`config.mk`:
```
export PLATFORM = sky130hd
export DESIGN_NAME = pu_riscv_if_fetch_ctrl
export DESIGN_NICKNAME = d
export VERILOG_FILES = /design/src/rtl/pu_riscv_if_fetch_ctrl.sv
export SDC_FILE = /design/constraint.sdc
export NUM_CORES = 1
export LEC_CHECK = 0
export CORE_ASPECT_RATIO = 1.75
export CORE_UTILIZATION = 55
export CTS_BUF_LIST = sky130_fd_sc_hd__clkbuf_8
export DETAILED_ROUTE_END_ITERATION = 16
export PLACE_DENSITY = 0.95
export SLEW_MARGIN = 20
export SYNTH_ARGS = -nofsm -noshare
export SYNTH_HDL_FRONTEND = slang
export SYNTH_SLANG_ARGS = --single-unit
```
`constraint.sdc`:
```
create_clock -name clk -period 13.25 [get_ports clk]
set_input_delay 2.65 -clock clk [delete_from_list [all_inputs] [get_ports clk]]
set_output_delay 2.65 -clock clk [all_outputs]
set_load 0.01 [all_outputs]
```
`src/rtl/pu_riscv_if_fetch_ctrl.sv`:
```
// Fetch-request sequencer between the instruction-fetch stage and the
// instruction memory port. Issues in-order parcel requests, tracks up to
// DEPTH outstanding requests with a PC queue, and drops responses orphaned
// by flushes.
//
// state | meaning
// ------+--------------------------------------------------------------
// IDLE  | just out of reset, no requests
// FETCH | issuing requests at if_nxt_pc, delivering responses
// ERROR | misaligned PC or response error seen; drain only, wait flush
module pu_riscv_if_fetch_ctrl #(
  parameter int XLEN        = 64,
  parameter int PARCEL_SIZE = 32,
  parameter int DEPTH       = 2
) (
  input  logic                      clk,
  input  logic                      rstn,
  input  logic [XLEN-1:0]           if_nxt_pc,
  input  logic                      if_stall,
  input  logic                      if_flush,
  output logic                      if_stall_nxt_pc,
  output logic [PARCEL_SIZE-1:0]    if_parcel,
  output logic [XLEN-1:0]           if_parcel_pc,
  output logic [PARCEL_SIZE/16-1:0] if_parcel_valid,
  output logic                      if_parcel_misaligned,
  output logic                      if_parcel_page_fault,
  output logic                      mem_req,
  output logic [XLEN-1:0]           mem_adr,
  input  logic                      mem_ack,
  input  logic                      mem_rvalid,
  input  logic [PARCEL_SIZE-1:0]    mem_rdata,
  input  logic                      mem_rerr
);

  localparam int CW = $clog2(DEPTH + 1);
  localparam int PW = (DEPTH > 1) ? $clog2(DEPTH) : 1;
  localparam int VW = PARCEL_SIZE / 16;
  localparam logic [CW-1:0] DEPTH_C = CW'(DEPTH);

  typedef enum logic [1:0] {ST_IDLE, ST_FETCH, ST_ERROR} state_t;

  state_t                   state_q, state_d;
  logic [CW-1:0]            out_cnt_q, out_cnt_d;
  logic [CW-1:0]            disc_cnt_q, disc_cnt_d;
  logic [PW-1:0]            wr_ptr_q, wr_ptr_d;
  logic [PW-1:0]            rd_ptr_q, rd_ptr_d;
  logic [XLEN-1:0]          pc_fifo_q [DEPTH];
  logic [XLEN-1:0]          pc_fifo_d [DEPTH];
  logic                     hold_q, hold_d;
  logic [XLEN-1:0]          hold_adr_q, hold_adr_d;
  logic [PARCEL_SIZE-1:0]   parcel_q, parcel_d;
  logic [XLEN-1:0]          parcel_pc_q, parcel_pc_d;
  logic [VW-1:0]            parcel_valid_q, parcel_valid_d;
  logic                     parcel_mis_q, parcel_mis_d;
  logic                     parcel_pf_q, parcel_pf_d;

  logic pc_aligned;
  logic rsp_pop;
  logic rsp_live;
  logic err_rsp;
  logic mis_fire;
  logic new_req;
  logic accept;

  function automatic logic [PW-1:0] ptr_inc(input logic [PW-1:0] p);
    if (p == PW'(DEPTH - 1)) return '0;
    return p + PW'(1);
  endfunction

  // Request/response qualifiers shared by the FSM and the datapath
  always_comb begin
    pc_aligned = (if_nxt_pc[1:0] == 2'b00);
    rsp_pop    = mem_rvalid & (out_cnt_q != '0);
    rsp_live   = rsp_pop & (disc_cnt_q == '0) & ~if_flush;
    err_rsp    = rsp_live & mem_rerr;
    // Misaligned PC is reported only once every non-stale response has drained
    mis_fire   = (state_q == ST_FETCH) & ~hold_q & ~if_flush & ~pc_aligned &
                 (out_cnt_q == disc_cnt_q);
    new_req    = (state_q == ST_FETCH) & ~hold_q & ~if_flush & ~if_stall &
                 pc_aligned & ~err_rsp & (out_cnt_q < DEPTH_C);
    accept     = mem_req & mem_ack;
  end

  // State register
  always_ff @(posedge clk) begin
    if (!rstn) state_q <= ST_IDLE;
    else       state_q <= state_d;
  end

  // Next-state logic
  always_comb begin
    state_d = state_q;
    case (state_q)
      ST_IDLE:  state_d = ST_FETCH;
      ST_FETCH: if (!if_flush && (mis_fire || err_rsp)) state_d = ST_ERROR;
      ST_ERROR: if (if_flush) state_d = ST_FETCH;
      default:  state_d = ST_IDLE;
    endcase
  end

  // Memory request outputs; a held request ignores stall and only a flush withdraws it
  always_comb begin
    mem_req         = (hold_q & ~if_flush) | new_req;
    mem_adr         = hold_q ? hold_adr_q : ((state_q == ST_FETCH) ? if_nxt_pc : '0);
    if_stall_nxt_pc = ~(mem_req & mem_ack);
  end

  // Outstanding/discard tracking, PC queue and parcel delivery
  always_comb begin
    out_cnt_d = out_cnt_q;
    case ({accept, rsp_pop})
      2'b10:   out_cnt_d = out_cnt_q + CW'(1);
      2'b01:   out_cnt_d = out_cnt_q - CW'(1);
      default: out_cnt_d = out_cnt_q;
    endcase

    // Everything still in flight after a flush (including a same-cycle accept) is stale
    disc_cnt_d = disc_cnt_q;
    if (if_flush)                             disc_cnt_d = out_cnt_d;
    else if (rsp_pop && disc_cnt_q != '0)     disc_cnt_d = disc_cnt_q - CW'(1);

    pc_fifo_d = pc_fifo_q;
    wr_ptr_d  = wr_ptr_q;
    rd_ptr_d  = rd_ptr_q;
    if (accept) begin
      pc_fifo_d[wr_ptr_q] = mem_adr;
      wr_ptr_d            = ptr_inc(wr_ptr_q);
    end
    if (rsp_pop) rd_ptr_d = ptr_inc(rd_ptr_q);

    hold_d     = mem_req & ~mem_ack;
    hold_adr_d = mem_req ? mem_adr : hold_adr_q;

    parcel_d       = parcel_q;
    parcel_pc_d    = parcel_pc_q;
    parcel_valid_d = '0;
    parcel_mis_d   = parcel_mis_q;
    parcel_pf_d    = parcel_pf_q;
    if (rsp_live) begin
      parcel_d       = mem_rdata;
      parcel_pc_d    = pc_fifo_q[rd_ptr_q];
      parcel_valid_d = '1;
      parcel_mis_d   = 1'b0;
      parcel_pf_d    = mem_rerr;
    end else if (mis_fire) begin
      parcel_d       = '0;
      parcel_pc_d    = if_nxt_pc;
      parcel_valid_d = '1;
      parcel_mis_d   = 1'b1;
      parcel_pf_d    = 1'b0;
    end
  end

  // Tracking and output registers
  always_ff @(posedge clk) begin
    if (!rstn) begin
      out_cnt_q      <= '0;
      disc_cnt_q     <= '0;
      wr_ptr_q       <= '0;
      rd_ptr_q       <= '0;
      hold_q         <= 1'b0;
      hold_adr_q     <= '0;
      parcel_q       <= '0;
      parcel_pc_q    <= '0;
      parcel_valid_q <= '0;
      parcel_mis_q   <= 1'b0;
      parcel_pf_q    <= 1'b0;
    end else begin
      out_cnt_q      <= out_cnt_d;
      disc_cnt_q     <= disc_cnt_d;
      wr_ptr_q       <= wr_ptr_d;
      rd_ptr_q       <= rd_ptr_d;
      hold_q         <= hold_d;
      hold_adr_q     <= hold_adr_d;
      parcel_q       <= parcel_d;
      parcel_pc_q    <= parcel_pc_d;
      parcel_valid_q <= parcel_valid_d;
      parcel_mis_q   <= parcel_mis_d;
      parcel_pf_q    <= parcel_pf_d;
    end
  end

  // PC queue storage; validity is tracked by the pointers and counters
  always_ff @(posedge clk) begin
    pc_fifo_q <= pc_fifo_d;
  end

  assign if_parcel            = parcel_q;
  assign if_parcel_pc         = parcel_pc_q;
  assign if_parcel_valid      = parcel_valid_q;
  assign if_parcel_misaligned = parcel_mis_q;
  assign if_parcel_page_fault = parcel_pf_q;

endmodule

```
Word-level counts from Yosys, hierarchy flattened
Cells that the tools add are included.

cells by class
  reductions and logical operators = 14
  mux-type cells = 30
  magnitude comparators = 4
  equal/unequal tests = 7
  bitwise operators = 26
  add/subtract/negate cells = 5

operators by type and width
  operator             number
  $mux 64              8
  $bwmux 128           1
  $demux 64 s1         1
  $mux 32              2
  $and 1x1->1          15
  $mux 2               6
  $mux 1               10
  $not 1->1            8
  $reduce_bool 2->1    4
  $logic_not 2->1      3
  $pmux 2 s3           1
  $eq 2x1->1 const B   2
  $eq 2x2->1 const B   2
  $ge 2x2->1 const B   2
  $not 1->2            2
  $pmux 2 s2           1
  $sub 2x1->2 const B  2
  $logic_and 1x1->1    3
  $add 1x1->1 const B  2
  $add 2x1->2 const B  1
  $eq 2x2->1           1
  $lt 2x1->1 const B   1
  $lt 2x2->1 const B   1
  $ne 2x1->1 const B   1
  other kinds (6)      6

word-level totals
  input bits = 103
  output and inout port bits = 166
  logic and storage cells = 100
  register bits = 301

Depth between registers and ports, before layout
Gate-level depths: netlist of the first run.

  depth after elaboration = 13
  gate-level depth with buffers = 13
  depth with buffers taken out = 11

Worst setup path before layout of the first run
Ideal clock, no wire load.

  kind = input to register
  start point = input if_stall
  end point = register pc_fifo_q[100] in the netlist's numbering, enable pin
  path buffers = 0
  stages on the path = 3
  arrival = 6.260 ns
  path slack = 6.481 ns
  data required time = 12.741 ns
  library setup time = 0.509 ns
  path through = nor4_1 -> o211ai_1 -> a21oi_1

on the way
  longest elaborated chain between the ends = 7

ends and longest elaborated chain
  what                      line  source
  from (decl)               19    input logic if_stall,
  $not 1->1                 79    new_req = (state_q == ST_FETCH) & ~hold_q & ~if_flush & ~if_stall &
  $and 1x1->1 (2 in a row)  79
  $and 1x1->1 (2 in a row)  80    pc_aligned & ~err_rsp & (out_cnt_q < DEPTH_C);
  $or 1x1->1                103   mem_req = (hold_q & ~if_flush) | new_req;
  $and 1x1->1               81    accept = mem_req & mem_ack;
  to (signal assigned)      185   pc_fifo_q <= pc_fifo_d;
  to (decl)                 47    logic [XLEN-1:0] pc_fifo_q [DEPTH];

No other way between the ends.
A chain may end at the register's enable or synchronous reset.

Worst setup path after layout of the first run
  start point = input if_nxt_pc[0]
  end point = output if_stall_nxt_pc

on the way
  longest elaborated chain between the ends = 7

ends and longest elaborated chain
  what                      line  source
  from (decl)               18    input logic [XLEN-1:0] if_nxt_pc,
  $logic_not 2->1           72    pc_aligned = (if_nxt_pc[1:0] == 2'b00);
  $and 1x1->1               79
  $and 1x1->1 (2 in a row)  80
  $or 1x1->1                103
  $and 1x1->1               105   if_stall_nxt_pc = ~(mem_req & mem_ack);
  $not 1->1                 105
  to (decl)                 21    output logic if_stall_nxt_pc,

No other way between the ends.

==> results.py, run 1 <==
metrics = {
    "cts": {
        "clk_latency_ns": 0.54,
        "clock-root-buffer": "clkbuf_8",
        "cts_buffer_depth": 3,
        "ctsResizeCount": 0,
        "numCtsBuffers": 42,
        "cts_tree": "yes",
        "hold_buffers": 0,
        "postCtsSetupBuffers": 0,
        "clk_pin_slew_worst_paths_ns": 0.06,
        "htree_levels": 2,
        "cts.sinks": 300,
    },
    "route": {
        "first_pass_iters": 5,
        "num_vias": 9390,
        "wl_per_cell_um": 21.6,
        "wl_um": 32800,
        "drc": 0,
        "antenna_left": 0,
        "drt-vias-per-instance": 6.19,
        "drt_iter0_drc": 616,
    },
    "synth": {
        "yosysSeqAreaShare_pct": 61.6,
        "synth_edf_count": 128,
        "muxShareOfSynthArea_pct": 10.9,
        "synthSimpleGateAreaFrac_pct": 6.01,
        "synth_nets": 1103,
        "syn_area_um2": 11800,
        "synth_compound_area_share_pct": 17.1,
        "synth.distinct_cells": 39,
        "synth_top_family_by_area": "compound AO/OA/AOI/OAI gates",
        "syn_avg_cell_area_um2": 11.9,
        "synth_fa_ha_area_share_pct": 0.211,
        "async_reset_ff_share_pct": 0,
        "synth_xor_area_share_pct": 0.518,
        "synth_flop_cell": "dfxtp_1",
        "yosysTopAreaCell": "edfxtp_1",
        "syn_inst": 998,
        "synth-seq-cells": 300,
        "ys_warn_count": 0,
        "synth_top_area_share_pct": 32.5,
        "synth.area.top_cells": "edfxtp_1 (32%), dfxtp_1 (29%), mux2i_1 (11%)",
    },
    "worst_setup_path": {
        "crit_type": "in -> out",
        "cp-end-kind": "output pin",
        "start_kind": "primary input",
        "critPathMaxFanout": 65,
        "critPathRequiredTime_ns": 10.60,
        "arrival_ns": 6.10,
    },
    "floorplanning": {
        "die_x_um": 113,
        "coreArea_um2": 21000,
        "initial_core_util_pct": 56.3,
        "die_area_um2": 22100,
        "rows": 70,
        "num_io_pins": 269,
        "die_y_um": 196,
    },
    "placed_design": {
        "dpl.hpwl_um": 20500,
        "portBuffers": 268,
        "routabilityCongestion": 0.883,
        "post-place-cells": 1441,
    },
    "sta": {
        "period_needed_ns": 8.75,
        "max_freq_mhz": 114,
        "holdWs_ns": 0.450,
        "clock_skew_ns": 0.0250,
        "setup_viol": 0,
        "rsz0062_at_grt": "false",
        "maxSlewHeadroom_pct": 31.6,
        "final.period_utilization_pct": 66.0,
        "hold_violations": 0,
        "worst_pin_slew_ns": 1.03,
        "finalMaxSlewViolations": 0,
        "setup-tns-final_ns": 0,
    },
    "cells_and_area": {
        "finish.net_count": 1338,
        "final_cell_mix": "clkdlybuf4s50_1 (267), dfxtp_1 (170), mux2i_1 (128), edfxtp_1 (128), nand2_1 (101)",
        "final_common_cell": "clkdlybuf4s50_1",
        "post_route_cells_drive_above_1_share_pct": 6.56,
        "antennaDiodeCount": 0,
        "finalNonFillerCells": 1518,
        "fillers": 1321,
        "syn_to_final_growth_pct": 29.7,
    },
    "power_and_ir_drop": {
        "powerDensity_nw_per_um2": 121,
        "max-vdd-ir-drop_v": 0.0000976,
        "power.leakage_nw": 5.12,
    },
    "run": {
        "drv_cap": 0,
    },
    "run_status": {
        "status": "complete, no violations",
    },
    "grt": {
        "grt_max_degree": 101,
        "grt_pass1_wl_um": 50900,
        "grt_overflow": 0,
        "grt.total_usage_pct": 29.6,
        "grt_pass1_vias": 9636,
        "antenna_found_initial": 0,
    },
    "hold_path": {
        "hp-class": "reg -> reg",
    },
}
[sequential cells by signal (all words and copies together), names as in the netlist]
register	flops
if_parcel	32
out_cnt_q	2
if_parcel_misaligned	1
state_q	2
hold_q	1
if_parcel_valid	1
if_parcel_pc	64
rd_ptr_q	1
wr_ptr_q	1
pc_fifo_q	128
if_parcel_page_fault	1
hold_adr_q	64
disc_cnt_q	2
[kinds of logic (layout without fill, tap and decap cells)]
logic type	count (synthesis)	after routing
adders and majority gates	2	2
muxes	129	129
buffers and inverters	99	367
xor gates and xnor gates	7	7
and+or+nand+nor	158	158
AOI/OAI and AO/OA	303	303
DFF	300	300
[final timing paths]
check	start	to	slack, ns	depth (start not counted)
worst max-delay path	if_nxt_pc[0]	if_stall_nxt_pc	4.50	7
worst max register to register	out_cnt_q[1]	pc_fifo_q[18]	8.77	7
worst min register to register	hold_adr_q[37]	hold_adr_q[37]	0.45	2
worst min-delay path	hold_adr_q[37]	hold_adr_q[37]	0.45	2
[cell type report]
type                       instances  area, um2  share of cell area [%]
timing repair buffer             283       2790                    18.2
inverter                           7       26.3                   0.171
sequential                       300       7290                    47.5
clock buffer                      46        633                    4.12
clock inverter                    31        150                   0.978
tap                              252        315                    2.05
multi-input combinational        599       4140                    27.0
[through the flow]
stage                     area [um2]  worst slack [ns]  utilization, %  power [mW]
final                          15400              4.50            73.0        1.86
after CTS                      15400              4.59            73.0        1.87
after global placement         14600              4.61            69.3        1.20
after global routing           15400              4.37            73.0        1.92
after floorplan                11800              6.48               -        1.10
after detailed placement       14600              4.61            69.3        1.20
[power by group]
group	internal (mW)	switching [mW]
Combinational	0.0992	0.0982
Clock	0.339	0.336
Sequential	0.979	0.0110
[Yosys cell counts, drive strengths merged (3+ instances only)]
library cell	n
a21oi	37
a22o	64
and3	3
buf	44
clkbuf	48
dfxtp	172
edfxtp	128
inv	7
mux2i	128
nand2	103
nand3	35
nor2	6
nor3b	3
o211ai	65
o21ai	67
o22ai	65
xnor2	5
[routing by layer]
metal,vias up,global-route usage [%],part of all wire [%]
li1,4231,-,-
met1,4534,31.3,35
met2,513,53.5,53
met3,112,5.87,7.0
met4,0,18.4,5.7
met5,-,0,0
[worst max-delay path: stages]
cell	delay (ns)
clkdlybuf4s50_1	0.47
nor4_1	0.62
o211a_2	0.31
buf_4	0.61
or2_2	0.68
nand2_1	0.17
clkdlybuf4s50_1	0.54
Note: power is estimated with default switching activity, not from simulation.
==> inputs of run 2 (changes only) <==
CORE_UTILIZATION = 47   (was 55)
PLACE_DENSITY = 0.89   (was 0.95)
clock period = 7.9 ns   (was 13.25 ns; I/O delays follow)
==> run 2 against run 1 <==
Compared with the run above:
- critical path depth down 2
- via count down 2.2%
- non-clock buffer count down 1
- clock skew down 0.0098 ns
- register-to-register slack worse by 5.2 ns
- first-iteration DRC count up 1.9%
- sequential power up 68%
- die area up 17%
- critical path type unchanged
- largest power group unchanged
- highest routed layer unchanged
==> results.py, run 2 (synthesized netlist as in run 1, its figures left out) <==
metrics = {
    "sta": {
        "maxSlewHeadroom_pct": 26.9,
        "worst_pin_slew_ns": 1.09,
        "final.period_utilization_pct": 72.2,
        "max_freq_mhz": 175,
        "clock_skew_ns": 0.0152,
        "setup_viol": 0,
        "hold_violations": 0,
        "setup-tns-final_ns": 0,
        "rsz0062_at_grt": "false",
        "finalMaxSlewViolations": 0,
        "period_needed_ns": 5.70,
        "setup_slack_ns": 2.20,
    },
    "placed_design": {
        "portBuffers": 268,
        "pre_cts_ws_ns": 2.22,
        "post-place-cells": 1500,
        "dpl.hpwl_um": 20200,
        "routabilityCongestion": 0.854,
    },
    "cts": {
        "postCtsSetupBuffers": 0,
        "htree_levels": 2,
        "ctsResizeCount": 0,
        "clk_pin_slew_worst_paths_ns": 0.06,
        "numCtsBuffers": 42,
        "clk_latency_ns": 0.56,
        "hold_buffers": 0,
        "clock-root-buffer": "clkbuf_8",
        "cts_buffer_depth": 3,
        "cts.sinks": 300,
        "cts_tree": "yes",
    },
    "grt": {
        "grt_pass1_wl_um": 48700,
        "grt_max_degree": 71,
        "antenna_found_initial": 0,
        "grt_pass1_vias": 9078,
        "grt_overflow": 0,
        "grt.total_usage_pct": 24.5,
    },
    "hold_path": {
        "hold_start": "hold_adr_q[55]",
        "hold_path_depth": 2,
        "hp-class": "reg -> reg",
        "worstHoldEndpoint": "hold_adr_q[55]",
    },
    "cells_and_area": {
        "fin_util_pct": 62.7,
        "top_register": "pc_fifo_q",
        "antennaDiodeCount": 0,
        "syn_to_final_growth_pct": 30.5,
        "largest_reg_flops": 128,
        "fillers": 1808,
        "post_route_cells_drive_above_1_share_pct": 7.11,
        "final_cell_mix": "clkdlybuf4s50_1 (267), dfxtp_1 (170), mux2i_1 (128), edfxtp_1 (128), nand2_1 (101)",
        "finish.net_count": 1337,
        "finalNonFillerCells": 1577,
        "final_common_cell": "clkdlybuf4s50_1",
    },
    "route": {
        "wl_um": 31800,
        "antenna_left": 0,
        "wl_per_cell_um": 20.2,
        "drt-vias-per-instance": 5.82,
        "drc": 0,
        "drt_iter0_drc": 628,
        "first_pass_iters": 5,
        "num_vias": 9184,
    },
    "worst_setup_path": {
        "critPathMaxFanout": 35,
        "start_kind": "primary input",
        "cp-end-kind": "output pin",
        "reg2reg_depth": 6,
        "path_cells": "clkdlybuf4s50_1, nor4_1, o211a_2, or2_2, clkdlybuf4s50_1",
        "crit-reg2reg-launch": "hold_q",
        "cpMostUsedCell": "clkdlybuf4s50_1",
        "r2r_slack_ns": 3.54,
        "arrival_ns": 4.12,
        "critPathRequiredTime_ns": 6.32,
        "critPathSlowestCell": "clkdlybuf4s50_1",
        "reg2reg_to": "pc_fifo_q[99]",
        "worst_path_largest_cell_delay_ns": 0.77,
        "crit_type": "in -> out",
    },
    "floorplanning": {
        "num_io_pins": 269,
        "die_y_um": 212,
        "coreArea_um2": 24600,
        "rows": 76,
        "die_x_um": 122,
        "initial_core_util_pct": 48.1,
        "die_area_um2": 25800,
    },
    "power_and_ir_drop": {
        "internal_power_mw": 2.39,
        "power.leakage_nw": 5.13,
        "p_switching_uw": 747,
        "netSwitchingFraction_pct": 23.8,
        "combPwrFrac_pct": 10.5,
        "clock_power_share_pct": 36.7,
        "powerDensity_nw_per_um2": 203,
        "max-vdd-ir-drop_v": 0.000148,
        "seq_power_share_pct": 52.8,
    },
    "run_status": {
        "status": "complete, no violations",
    },
    "run": {
        "drv_cap": 0,
    },
}
run 2: power groups by stage:
stage | clock network, mW | registers, mW | logic [mW]
floorplan | 0 | 1.70 | 0.145
global placement | 0 | 1.69 | 0.320
detailed placement | 0 | 1.69 | 0.326
CTS | 1.17 | 1.66 | 0.328
global route | 1.24 | 1.66 | 0.348
finish | 1.15 | 1.66 | 0.328
run 2: area by class of cell:
| cell class | instances | area [um2] | area share, % |
|---|---|---|---|
| Sequential cell | 300 | 7290 | 47.2 |
| Multi-Input combinational cell | 599 | 4140 | 26.8 |
| Timing Repair Buffer | 282 | 2790 | 18.0 |
| Clock buffer | 51 | 702 | 4.54 |
| Tap cell | 312 | 390 | 2.53 |
| Clock inverter | 26 | 108 | 0.697 |
| Inverter | 7 | 26.3 | 0.170 |
run 2: worst max path at each step:
stage	startpoint	endpoint	depth (start not counted)	slack [ns]
global placement	if_nxt_pc[1]	mem_req	5	2.24
detailed placement	if_nxt_pc[0]	mem_req	5	2.22
finish	if_nxt_pc[0]	mem_req	5	2.20
CTS	if_nxt_pc[0]	mem_req	5	2.21
floorplan	if_stall	pc_fifo_q[100]	3	2.20
global route	if_nxt_pc[1]	mem_req	5	2.06
run 2: worst max-delay path: cells and delay by family:
family | cells | cell delay, ns
buf+inv | 2 | 1.25
simple gates | 2 | 1.03
compound gates | 1 | 0.26
run 2: routing by layer:
| metal | global-route usage [%] | vias to the layer above | routed length, um |
|---|---|---|---|
| met3 | 4.98 | 113 | 2040 |
| met4 | 15.0 | 0 | 1780 |
| li1 | - | 4238 | - |
| met5 | 0 | - | 0 |
| met1 | 26.3 | 4432 | 11300 |
| met2 | 43.3 | 401 | 16600 |
run 2: through the flow:
| step | total power, mW | hold WS [ns] | instance area (um2) |
|---|---|---|---|
| 2_1_floorplan | 1.84 | 0.429 | 11800 |
| 3_3_place_gp | 2.01 | 0.436 | 14600 |
| 3_5_place_dp | 2.02 | 0.440 | 14600 |
| 4_1_cts | 3.16 | 0.450 | 15400 |
| 5_1_grt | 3.24 | 0.461 | 15400 |
| 6_report | 3.14 | 0.449 | 15400 |
==> inputs of run 3 (changes only) <==
clock period = 4.6 ns   (was 7.9 ns; I/O delays follow)
==> run 3 against run 2 <==
Compared with the run above:
- sequential power grew 72%
- non-clock buffer count grew 5
- clock skew shrank 0.0068 ns
- clock power grew 75%
- setup slack lost 1.5 ns
- critical endpoint is now if_stall_nxt_pc
- largest cell class unchanged
==> results.py, run 3 (synthesized netlist as in run 1, its figures left out) <==
metrics = {
    "power_and_ir_drop": {
        "power.leakage_nw": 5.18,
        "max-vdd-ir-drop_v": 0.000234,
        "p_switching_mw": 1.29,
        "clock_power_share_pct": 37.0,
        "netSwitchingFraction_pct": 23.7,
        "combPwrFrac_pct": 10.5,
        "p_total_mw": 5.43,
        "seq_power_share_pct": 52.5,
        "powerDensity_nw_per_um2": 350,
        "internal_power_mw": 4.14,
    },
    "route": {
        "wl_um": 32600,
        "wl_per_cell_um": 20.5,
        "drt-vias-per-instance": 5.88,
        "first_pass_iters": 5,
        "antenna_left": 0,
        "drt_iter0_drc": 630,
        "drc": 0,
        "num_vias": 9329,
    },
    "cts": {
        "cts_buffer_depth": 3,
        "numCtsBuffers": 42,
        "ctsResizeCount": 0,
        "clk_pin_slew_worst_paths_ns": 0.07,
        "hold_buffers": 0,
        "clock-root-buffer": "clkbuf_8",
        "postCtsSetupBuffers": 0,
        "cts_tree": "yes",
        "clk_latency_ns": 0.56,
        "cts.sinks": 300,
        "htree_levels": 2,
    },
    "sta": {
        "rsz0062_at_grt": "false",
        "clock_skew_ns": 0.00840,
        "max_freq_mhz": 255,
        "finalMaxSlewViolations": 0,
        "maxSlewHeadroom_pct": 27.2,
        "worst_pin_slew_ns": 1.09,
        "final.period_utilization_pct": 85.3,
        "hold_violations": 0,
        "period_needed_ns": 3.93,
        "setup_slack_ns": 0.675,
        "setup-tns-final_ns": 0,
        "setup_viol": 0,
    },
    "floorplanning": {
        "num_io_pins": 269,
        "die_area_um2": 25800,
        "rows": 76,
        "coreArea_um2": 24600,
        "initial_core_util_pct": 48.1,
        "die_y_um": 212,
        "die_x_um": 122,
    },
    "worst_setup_path": {
        "crit_path_start": "if_flush",
        "cp-end-kind": "output pin",
        "crit_type": "in -> out",
        "critPathMaxFanout": 7,
        "worst_path_largest_cell_delay_ns": 0.57,
        "critPathSlowestCell": "clkdlybuf4s50_1",
        "start_kind": "primary input",
        "arrival_ns": 3.01,
        "critPathRequiredTime_ns": 3.68,
        "cpMostUsedCell": "clkdlybuf4s50_1",
        "path_cells": "clkdlybuf4s50_1, nand3b_1, o211a_2, or2_2, nand2_1, clkdlybuf4s50_1",
        "crit-reg2reg-launch": "hold_q",
    },
    "cells_and_area": {
        "final_cell_mix": "clkdlybuf4s50_1 (267), dfxtp_1 (170), mux2i_1 (128), edfxtp_1 (128), nand2_1 (101)",
        "top_register": "pc_fifo_q",
        "finish.net_count": 1342,
        "multi_input_area_um2": 4150,
        "seqCellArea_um2": 7290,
        "syn_to_final_growth_pct": 31.2,
        "post_route_cells_drive_above_1_share_pct": 7.16,
        "fillers": 1820,
        "largest_reg_flops": 128,
        "final_common_cell": "clkdlybuf4s50_1",
    },
    "grt": {
        "grt.total_usage_pct": 25.4,
        "grt_overflow": 0,
        "grt_max_degree": 110,
        "grt_pass1_wl_um": 50600,
        "grt_pass1_vias": 9649,
        "antenna_found_initial": 3,
        "met3_usage_pct": 5.95,
        "grtUsageMet2_pct": 43.7,
        "grt.busiest_layer": "met2",
        "use_met1_pct": 27.2,
    },
    "run": {
        "drv_cap": 0,
    },
    "run_status": {
        "status": "complete, no violations",
    },
    "hold_path": {
        "hp-class": "reg -> reg",
        "hold_start": "hold_adr_q[36]",
    },
    "placed_design": {
        "portBuffers": 268,
        "dpl.hpwl_um": 20700,
        "pre_cts_ws_ns": 0.705,
        "routabilityCongestion": 0.827,
    },
}
run 3: changes by cell type in the layout (fill, tap and decap cells not counted), moves of 2 or more:
| cell | previous run | this run |
|---|---|---|
| buf_12 | 0 | 2 |
| buf_4 | 15 | 18 |
| clkbuf_8 | 51 | 49 |
| clkinv_2 | 8 | 3 |
| diode_2 | 0 | 4 |
| inv_1 | 21 | 26 |
| inv_6 | 0 | 2 |
run 3: layout make-up:
class,count,share of cell area (%)
flip-flops and latches,300,46.9
multi-input cells,599,26.7
repair buffers,287,18.3
clock buffers,49,4.34
well taps,312,2.51
clock inverters,29,0.958
inverters,7,0.169
diodes,4,0.0644
run 3: through the flow:
step / instance area [um2] / hold WS (ns) / utilization [%] / instances
global placement: 14700 / 0.435 / 59.7 / 1505
finish: 15500 / 0.448 / 63.1 / 1587
floorplan: 11800 / 0.429 / - / 998
detailed placement: 14700 / 0.441 / 59.7 / 1505
global route: 15500 / 0.465 / 63.1 / 1586
CTS: 15500 / 0.452 / 63.0 / 1583
run 3: worst max-delay path, delay by kind of cell:
kind                   cells  cell delay (ns)
buffers and inverters      2             1.13
AND/OR/NAND/NOR            3             0.68
AO/OA/AOI/OAI              1             0.26
run 3: power by group through the flow:
stage | Clock, mW | Combinational, mW | Sequential [mW]
6_report | 2.01 | 0.569 | 2.85
5_1_grt | 2.16 | 0.603 | 2.85
4_1_cts | 2.06 | 0.568 | 2.85
3_5_place_dp | 0 | 0.563 | 2.91
3_3_place_gp | 0 | 0.552 | 2.91
2_1_floorplan | 0 | 0.249 | 2.91
run 3: metal layers:
layer  up-vias  wire length, um
met5         -                0
met4         0             1930
met3       120             2340
met2       451            17100
met1      4498            11300
li1       4260                -
run 3: worst paths after layout:
| kind | endpoint | slack, ns | cells past startpoint |
|---|---|---|---|
| worst min-delay path | hold_adr_q[36] | 0.45 | 2 |
| worst max-delay path | if_stall_nxt_pc | 0.67 | 6 |
| worst min register to register | hold_adr_q[36] | 0.45 | 2 |
| worst max register to register | pc_fifo_q[72] | 1.47 | 5 |
